[config.mk]
export PLATFORM = sky130hd
export DESIGN_NAME = fir_out_packer
export DESIGN_NICKNAME = d
export VERILOG_FILES = /design/src/rtl/fir_out_packer.sv
export SDC_FILE = /design/constraint.sdc
export NUM_CORES = 1
export LEC_CHECK = 0
export ABC_AREA = 0
export BUFFER_PORTS_ARGS = -buffer_cell sky130_fd_sc_hd__buf_2
export CAP_MARGIN = 20
export CORE_UTILIZATION = 35
export CTS_CLUSTER_SIZE = 40
export DETAILED_ROUTE_END_ITERATION = 16
export PLACE_DENSITY_LB_ADDON = 0.25
export SLEW_MARGIN = 20
export SYNTH_ARGS = -nofsm -noshare
export SYNTH_HDL_FRONTEND = slang
export SYNTH_SLANG_ARGS = --single-unit
[constraint.sdc]
create_clock -name clk_i -period 2.4 [get_ports clk_i]
set_clock_uncertainty 0.2 [all_clocks]
set_input_delay 0.72 -clock clk_i [delete_from_list [all_inputs] [get_ports clk_i]]
set_output_delay 0.72 -clock clk_i [all_outputs]
set_load 0.1 [all_outputs]
[src/rtl/fir_out_packer.sv]
// Packs narrow FIR output samples into wide words for the TCDM streamer.
// Samples fill lanes from the LSB upward. A full word is emitted as soon as its
// last lane arrives. A flush pulse emits any partial word with zeroed unfilled
// lanes and a strobe that covers only the filled lanes.
module fir_out_packer #(
    parameter int unsigned SAMPLE_W = 16,
    parameter int unsigned OUT_W    = 32
) (
    input  logic                 clk_i,
    input  logic                 rst_ni,
    input  logic                 clear_i,
    input  logic [SAMPLE_W-1:0]  in_data_i,
    input  logic                 in_valid_i,
    output logic                 in_ready_o,
    input  logic                 flush_i,
    output logic [OUT_W-1:0]     out_data_o,
    output logic [OUT_W/8-1:0]   out_strb_o,
    output logic                 out_valid_o,
    input  logic                 out_ready_i,
    output logic                 flush_done_o,
    output logic [15:0]          cnt_o
);

    localparam int unsigned Lanes     = OUT_W / SAMPLE_W;
    localparam int unsigned LaneW     = (Lanes > 1) ? $clog2(Lanes) : 1;
    localparam int unsigned LaneBytes = SAMPLE_W / 8;
    localparam int unsigned StrbW     = OUT_W / 8;
    localparam logic [LaneW-1:0] LastLane = LaneW'(Lanes - 1);

    typedef enum logic [1:0] {
        StFill,
        StFlush,
        StDone
    } state_e;

    state_e            state_q, state_d;
    logic [LaneW-1:0]  lane_q, lane_d;
    logic [OUT_W-1:0]  pack_q, pack_d;
    logic [OUT_W-1:0]  out_data_q, out_data_d;
    logic [StrbW-1:0]  out_strb_q, out_strb_d;
    logic              out_valid_q, out_valid_d;
    logic [15:0]       cnt_q, cnt_d;

    logic              in_fire;
    logic              out_fire;
    logic              out_free;
    logic [OUT_W-1:0]  merged;
    logic [StrbW-1:0]  partial_strb;

    // The last lane may only be accepted when the output register can take the word.
    always_comb begin
        in_ready_o = (state_q != StFlush) &&
                     ((lane_q != LastLane) || !out_valid_q || out_ready_i);
        in_fire    = in_valid_i && in_ready_o;
        out_fire   = out_valid_q && out_ready_i;
        out_free   = !out_valid_q || out_ready_i;
    end

    // Pack register with the incoming sample dropped into the current lane, and
    // the strobe covering only the lanes filled so far.
    always_comb begin
        merged = pack_q;
        merged[lane_q*SAMPLE_W +: SAMPLE_W] = in_data_i;
        partial_strb = '0;
        for (int i = 0; i < Lanes; i++) begin
            if (LaneW'(i) < lane_q) begin
                partial_strb[i*LaneBytes +: LaneBytes] = '1;
            end
        end
    end

    // Next-state logic for the packer datapath and flush FSM.
    always_comb begin
        state_d     = state_q;
        lane_d      = lane_q;
        pack_d      = pack_q;
        out_valid_d = out_valid_q && !out_ready_i;
        out_data_d  = out_data_q;
        out_strb_d  = out_strb_q;
        cnt_d       = cnt_q;

        if (out_fire) begin
            cnt_d = cnt_q + 16'd1;
        end

        if (in_fire) begin
            if (lane_q == LastLane) begin
                out_data_d  = merged;
                out_strb_d  = '1;
                out_valid_d = 1'b1;
                pack_d      = '0;
                lane_d      = '0;
            end else begin
                pack_d = merged;
                lane_d = lane_q + 1'b1;
            end
        end

        unique case (state_q)
            StFill: begin
                // A same-cycle input is packed first; if nothing is left over, the
                // flush completes without a FLUSH cycle.
                if (flush_i) begin
                    state_d = (lane_d == '0) ? StDone : StFlush;
                end
            end
            StFlush: begin
                if (lane_q == '0) begin
                    state_d = StDone;
                end else if (out_free) begin
                    out_data_d  = pack_q;
                    out_strb_d  = partial_strb;
                    out_valid_d = 1'b1;
                    pack_d      = '0;
                    lane_d      = '0;
                    state_d     = StDone;
                end
            end
            StDone: begin
                state_d = StFill;
            end
            default: begin
                state_d = StFill;
            end
        endcase
    end

    // State registers; clear_i behaves exactly like reset and overrides transfers.
    always_ff @(posedge clk_i) begin
        if (!rst_ni || clear_i) begin
            state_q     <= StFill;
            lane_q      <= '0;
            pack_q      <= '0;
            out_data_q  <= '0;
            out_strb_q  <= '0;
            out_valid_q <= 1'b0;
            cnt_q       <= '0;
        end else begin
            state_q     <= state_d;
            lane_q      <= lane_d;
            pack_q      <= pack_d;
            out_data_q  <= out_data_d;
            out_strb_q  <= out_strb_d;
            out_valid_q <= out_valid_d;
            cnt_q       <= cnt_d;
        end
    end

    assign out_data_o   = out_data_q;
    assign out_strb_o   = out_strb_q;
    assign out_valid_o  = out_valid_q;
    assign flush_done_o = (state_q == StDone);
    assign cnt_o        = cnt_q;

endmodule

Word-level counts from Yosys, hierarchy flattened. Cells that the tools add are included.

Register bits: 88. Bits in latches: 0. Memory bits (writable): 0. Memory bits (read-only): 0. Input bits: 22. Output and inout port bits: 55. Logic and storage cells: 66. Memories: 0.

Add/sub/neg operators: 3. Multipliers: 0. Div/mod/pow operators: 0. Magnitude comparators: 2. Eq/ne operators: 5. Shift-type cells: 2. Multiplexer cells: 33. Bitwise gates (word level): 1. Reductions and logical operators: 13.

Operators by type and width (number): 32-bit 2-to-1 mux (10); 5-bit negator with 34-bit output (1); 16-bit by 34-bit variable shift with 32-bit output, first input constant (1); 16-bit by 34-bit variable part select with 32-bit output (1); 32-bit bitwise mux (1); 4-bit 2-to-1 mux (5); 16-bit by 1-bit adder with 16-bit output, second input constant (1); 2-bit 2-to-1 mux (6); 1-bit 2-to-1 mux (10); 1-bit logical AND (4); 1-bit logical OR (4); 2-bit one-hot mux with 2 select lines (1); 1-bit zero test (3); 3-bit inequality test, second input constant (1); 2-bit by 1-bit equality test with 1-bit output, second input constant (1); 2-bit equality test, second input constant (1); 2-bit zero test (1); 1-bit < comparator, first input constant (2); 2-bit by 1-bit inequality test with 1-bit output, second input constant (1); 2-bit inequality test, second input constant (1); 2-bit AND reduction (1); 1-bit adder, second input constant (1); 1-bit inverter (1).

Depth between registers and ports, before layout.
Depth in word-level cells: 9. Gate-level depth with buffers: 6. Mapped depth without buffers: 5.

Worst setup path after synthesis. OpenSTA, ideal clock, no wires.

Path type: reg2out. Start: register out_valid_q (netlist: out_valid_o). End: output port in_ready_o. Arrival: 2.516 ns. Data required time: 1.480 ns. Slack: -1.036 ns. Cell stages (with the launch flop): 3. Buffers on the path: 0. Cells stage by stage: dfxtp_1 nor2b_1 a21oi_1.

Cells in the longest elaborated chain, start to end: 4.

Ends and longest elaborated chain: start: declaration (RTL line 41) `logic out_valid_q, out_valid_d;`; start signal: assignment (RTL line 144) `out_valid_q <= out_valid_d;`; 1-bit zero test (RTL line 53) `((lane_q != LastLane) || !out_valid_q || out_ready_i);`; 1-bit logical OR (2 in series) (RTL line 53); 1-bit logical AND (RTL line 52) `in_ready_o = (state_q != StFlush) &&`; end: declaration (RTL line 14) `output logic in_ready_o,`.

Every way passes these cells.

Worst setup path in the final report.
Start: input port out_ready_i. End: output port in_ready_o.

Cells in the longest elaborated chain, start to end: 2.

Ends and longest elaborated chain: start: declaration (RTL line 19) `input logic out_ready_i,`; 1-bit logical OR (RTL line 53); 1-bit logical AND (RTL line 52).

Every way passes these cells.

==> run metrics <==
status=finished clean; Via density=between 4 and 5; Syn Area/Cell=9.03 µm²; global-route wire length before repair=between 10000 and 15000 µm; CP startpoint=out_ready_i; Root Buffer=clkbuf_8; final core occ=between 40% and 50%; fillers=approximately 940; worst r2r dst=pack_q[29]$_SDFF_PP0_; Setup TNS=0 ns; initial core utilization=a little over a third; Hold WS=approximately 0.24 ns; CTS buffer count=9; Reg2Reg Setup Slack=around 0.56 ns; crit-path max cell delay=~0.23 ns; endpoints failing setup=0; DR WL/cell=12.9 µm; DR DRC count=0; Mapped Nets=approximately 390; Worst-path clk slew=0.08 ns; Slew Viols, Final=0; ratio of cells with drive above 1 in the final layout=26.1%; peak supply drop=approximately 260 µV; crit path to=in_ready_o; CTS Buffer Depth=2; Multi-input gate area=1470 µm²; Total Routed Length=7440 µm; Hold Crit Class=reg2reg; WP data arrival=1.35 ns; Port Buffers=76; clock tree from TritonCTS=built; Worst Setup Start Kind=input port; final hold vios=0; core area=9240 µm²; Tot GR Track Use=15.5%; hpwl dp=around 5200 µm; Die Ht=~100 µm; Die W=between 90 and 100 µm; Max-Cap Viols=0; largest net degree at the start of global routing=37; Mapped Area=3340 µm²; Critical Path Sink Type=primary output; unrepaired setup endpoints after global routing=false; vias in the first global route=around 2500; initial antenna violation count=0; DR pass1 iterations=4; Reg2Reg Depth=5; Seq/Total Area, Yosys=52.7%; synthesis-stage register bit count=just under 90; Die Area=9940 µm²; Leak=approximately 1.7 nW; Layout Nets=around 470; synth warn=0; Seq. cell area=about 1800 µm²; DR vias=approximately 2800; P per Cell Area=about 630 nW/µm²; post-CTS setup buffer count=0; max_slew headroom=between 60% and 70%; min cycle time layout=roughly 2.3 ns; Post-DRT Antenna Nets=0; critical setup path kind=in2out; Mapped Cells=370; CP required=1.48 ns; Max Clk Rate=441 MHz; fin crit share=approximately 94%; Overflow after GRT=0; critical path cell sequence=buf_2 > nor2b_1 > a21oi_4 > buf_12; I/O pin cnt=77; worst flop-to-flop path startpoint=lane_q$_SDFF_PP0_; critical path peak fanout=2; Layout area overhead=22.8%; Rows=35; slew of the pin with the lowest slew margin=0.506 ns; n_diodes=0; 1st-iter DRT viols=roughly 110; GPL Wtd Cong=between 0.7 and 0.8; Netlist cell types=36; H-tree depth=3; CP max stage cell=nor2b_1; clock latency at the later pin of the worst-skew pair=around 0.35 ns; number of clock sinks=between 80 and 90
-- sequential cells by signal, summed over array words and instances (netlist names) --
name         flops
pack_q          32
out_data_o      32
out_valid_o      1
lane_q           1
cnt_o           16
out_strb_o       4
state_q          2
-- area by class of cell --
| type | instances | area share, % |
|---|---|---|
| clock inverter | 6 | 1.10 |
| sequential | 88 | 43.0 |
| multi-input combinational | 254 | 35.7 |
| timing repair buffer | 89 | 12.9 |
| inverter | 3 | 0.274 |
| tap | 129 | 3.93 |
| clock buffer | 9 | 3.02 |
-- worst max-delay path, delay by kind of cell --
family / cells / cell delay [ns]
buffers and inverters: 2 / 0.28
AO/OA/AOI/OAI: 1 / 0.10
AND/OR/NAND/NOR: 1 / 0.23
-- timing repair --
| item | 4_1_cts | 5_1_grt |
|---|---|---|
| gates resized for setup | 0 | 1 |
| hold buffers | 0 | 0 |
| setup endpoints to repair | 0 | 1 |
| endpoints found under the hold margin | 0 | 0 |
-- report_power, final --
| part | total, mW | internal [mW] | switching (mW) |
|---|---|---|---|
| Combinational | 0.202 | 0.0634 | 0.139 |
| Sequential | 1.49 | 1.47 | 0.0120 |
| Clock | 0.900 | 0.374 | 0.526 |
| Total | 2.59 | 1.91 | 0.677 |
-- synthesized netlist by cell type --
cell,n,area share (%)
dfxtp_1,88,53
nand2_1,53,6.0
nor2_1,32,3.6
a21oi_1,26,3.9
nand4_1,23,4.3
and2_1,17,3.2
o21ai_0,17,2.5
a31oi_1,16,3.0
mux2i_1,16,4.8
clkbuf_1,13,1.5
xor2_1,11,2.9
nand3_1,9,1.3
buf_2,5,0.75
buf_4,5,1.1
o21ai_1,5,0.75
and4_1,4,1.0
nor2b_1,4,0.75
nand2b_1,3,0.56
buf_1,2,0.22
inv_1,2,0.22
nor3b_1,2,0.45
or3_1,2,0.37
xnor2_1,2,0.52
a2111oi_0,1,0.26
and4_4,1,0.34
ha_1,1,0.37
inv_2,1,0.11
nand2_2,1,0.19
nand3b_1,1,0.22
nand4_2,1,0.37
nor2_2,1,0.19
nor3_1,1,0.15
o211ai_1,1,0.22
o31ai_1,1,0.22
o31ai_4,1,0.64
or4_1,1,0.22
-- cells in the final DEF (no fill, tap or decap), types with 4 or more instances in the layout --
master    count
dfxtp_1      84
a21oi_1      25
and2_1       17
nor2_1       32
mux2i_1      16
a31oi_1      16
clkbuf_8      9
dfxtp_2       4
o21ai_0      17
o21ai_1       5
and4_1        4
buf_12        4
buf_4        10
xor2_1       11
nand3_1       9
nand2_1      53
nand4_1      23
buf_2        75
-- worst min-delay path by stage --
stage / startpoint / cells after the start / to
floorplan: pack_q[16]$_SDFF_PP0_ / 1 / pack_q[16]$_SDFF_PP0_
global placement: out_strb_o[1]$_SDFF_PP0_ / 2 / out_strb_o[1]$_SDFF_PP0_
finish: out_strb_o[0]$_SDFF_PP0_ / 2 / out_strb_o[0]$_SDFF_PP0_
CTS: out_strb_o[0]$_SDFF_PP0_ / 2 / out_strb_o[0]$_SDFF_PP0_
global route: out_strb_o[1]$_SDFF_PP0_ / 2 / out_strb_o[1]$_SDFF_PP0_
detailed placement: out_strb_o[0]$_SDFF_PP0_ / 2 / out_strb_o[0]$_SDFF_PP0_
-- per-layer routing --
layer / share of wire (%) / routed length [µm] / global-route usage, %
met1: 50 / 3710 / 20.7
met5: 0 / 0 / 0
met3: 3.2 / 237 / 3.65
met4: 2.7 / 203 / 6.79
met2: 44 / 3290 / 24.0
-- through the flow --
stage          power, mW  setup slack [ns]  cell area (µm²)  std cells
2_1_floorplan       1.66            0.0151             3360        370
3_3_place_gp        1.72             0.153             3930        563
3_5_place_dp        1.72             0.133             3930        563
4_1_cts             2.62            0.0371             4100        578
5_1_grt             2.70            0.0808             4100        578
6_report            2.59             0.135             4100        578
-- cells by family (layout without fill, tap and decap cells) --
kind of cell / Yosys count / after routing / synth area share, %
AND/OR/NAND/NOR: 156 / 156 / 23.3
flip-flops: 88 / 88 / 52.7
AO/OA/AOI/OAI: 68 / 68 / 11.5
buffers and inverters: 28 / 107 / 3.90
multiplexers: 16 / 16 / 4.79
XOR/XNOR: 13 / 13 / 3.41
adder cells (fa/ha/maj): 1 / 1 / 0.374
Note: power is estimated with default switching activity, not from simulation.
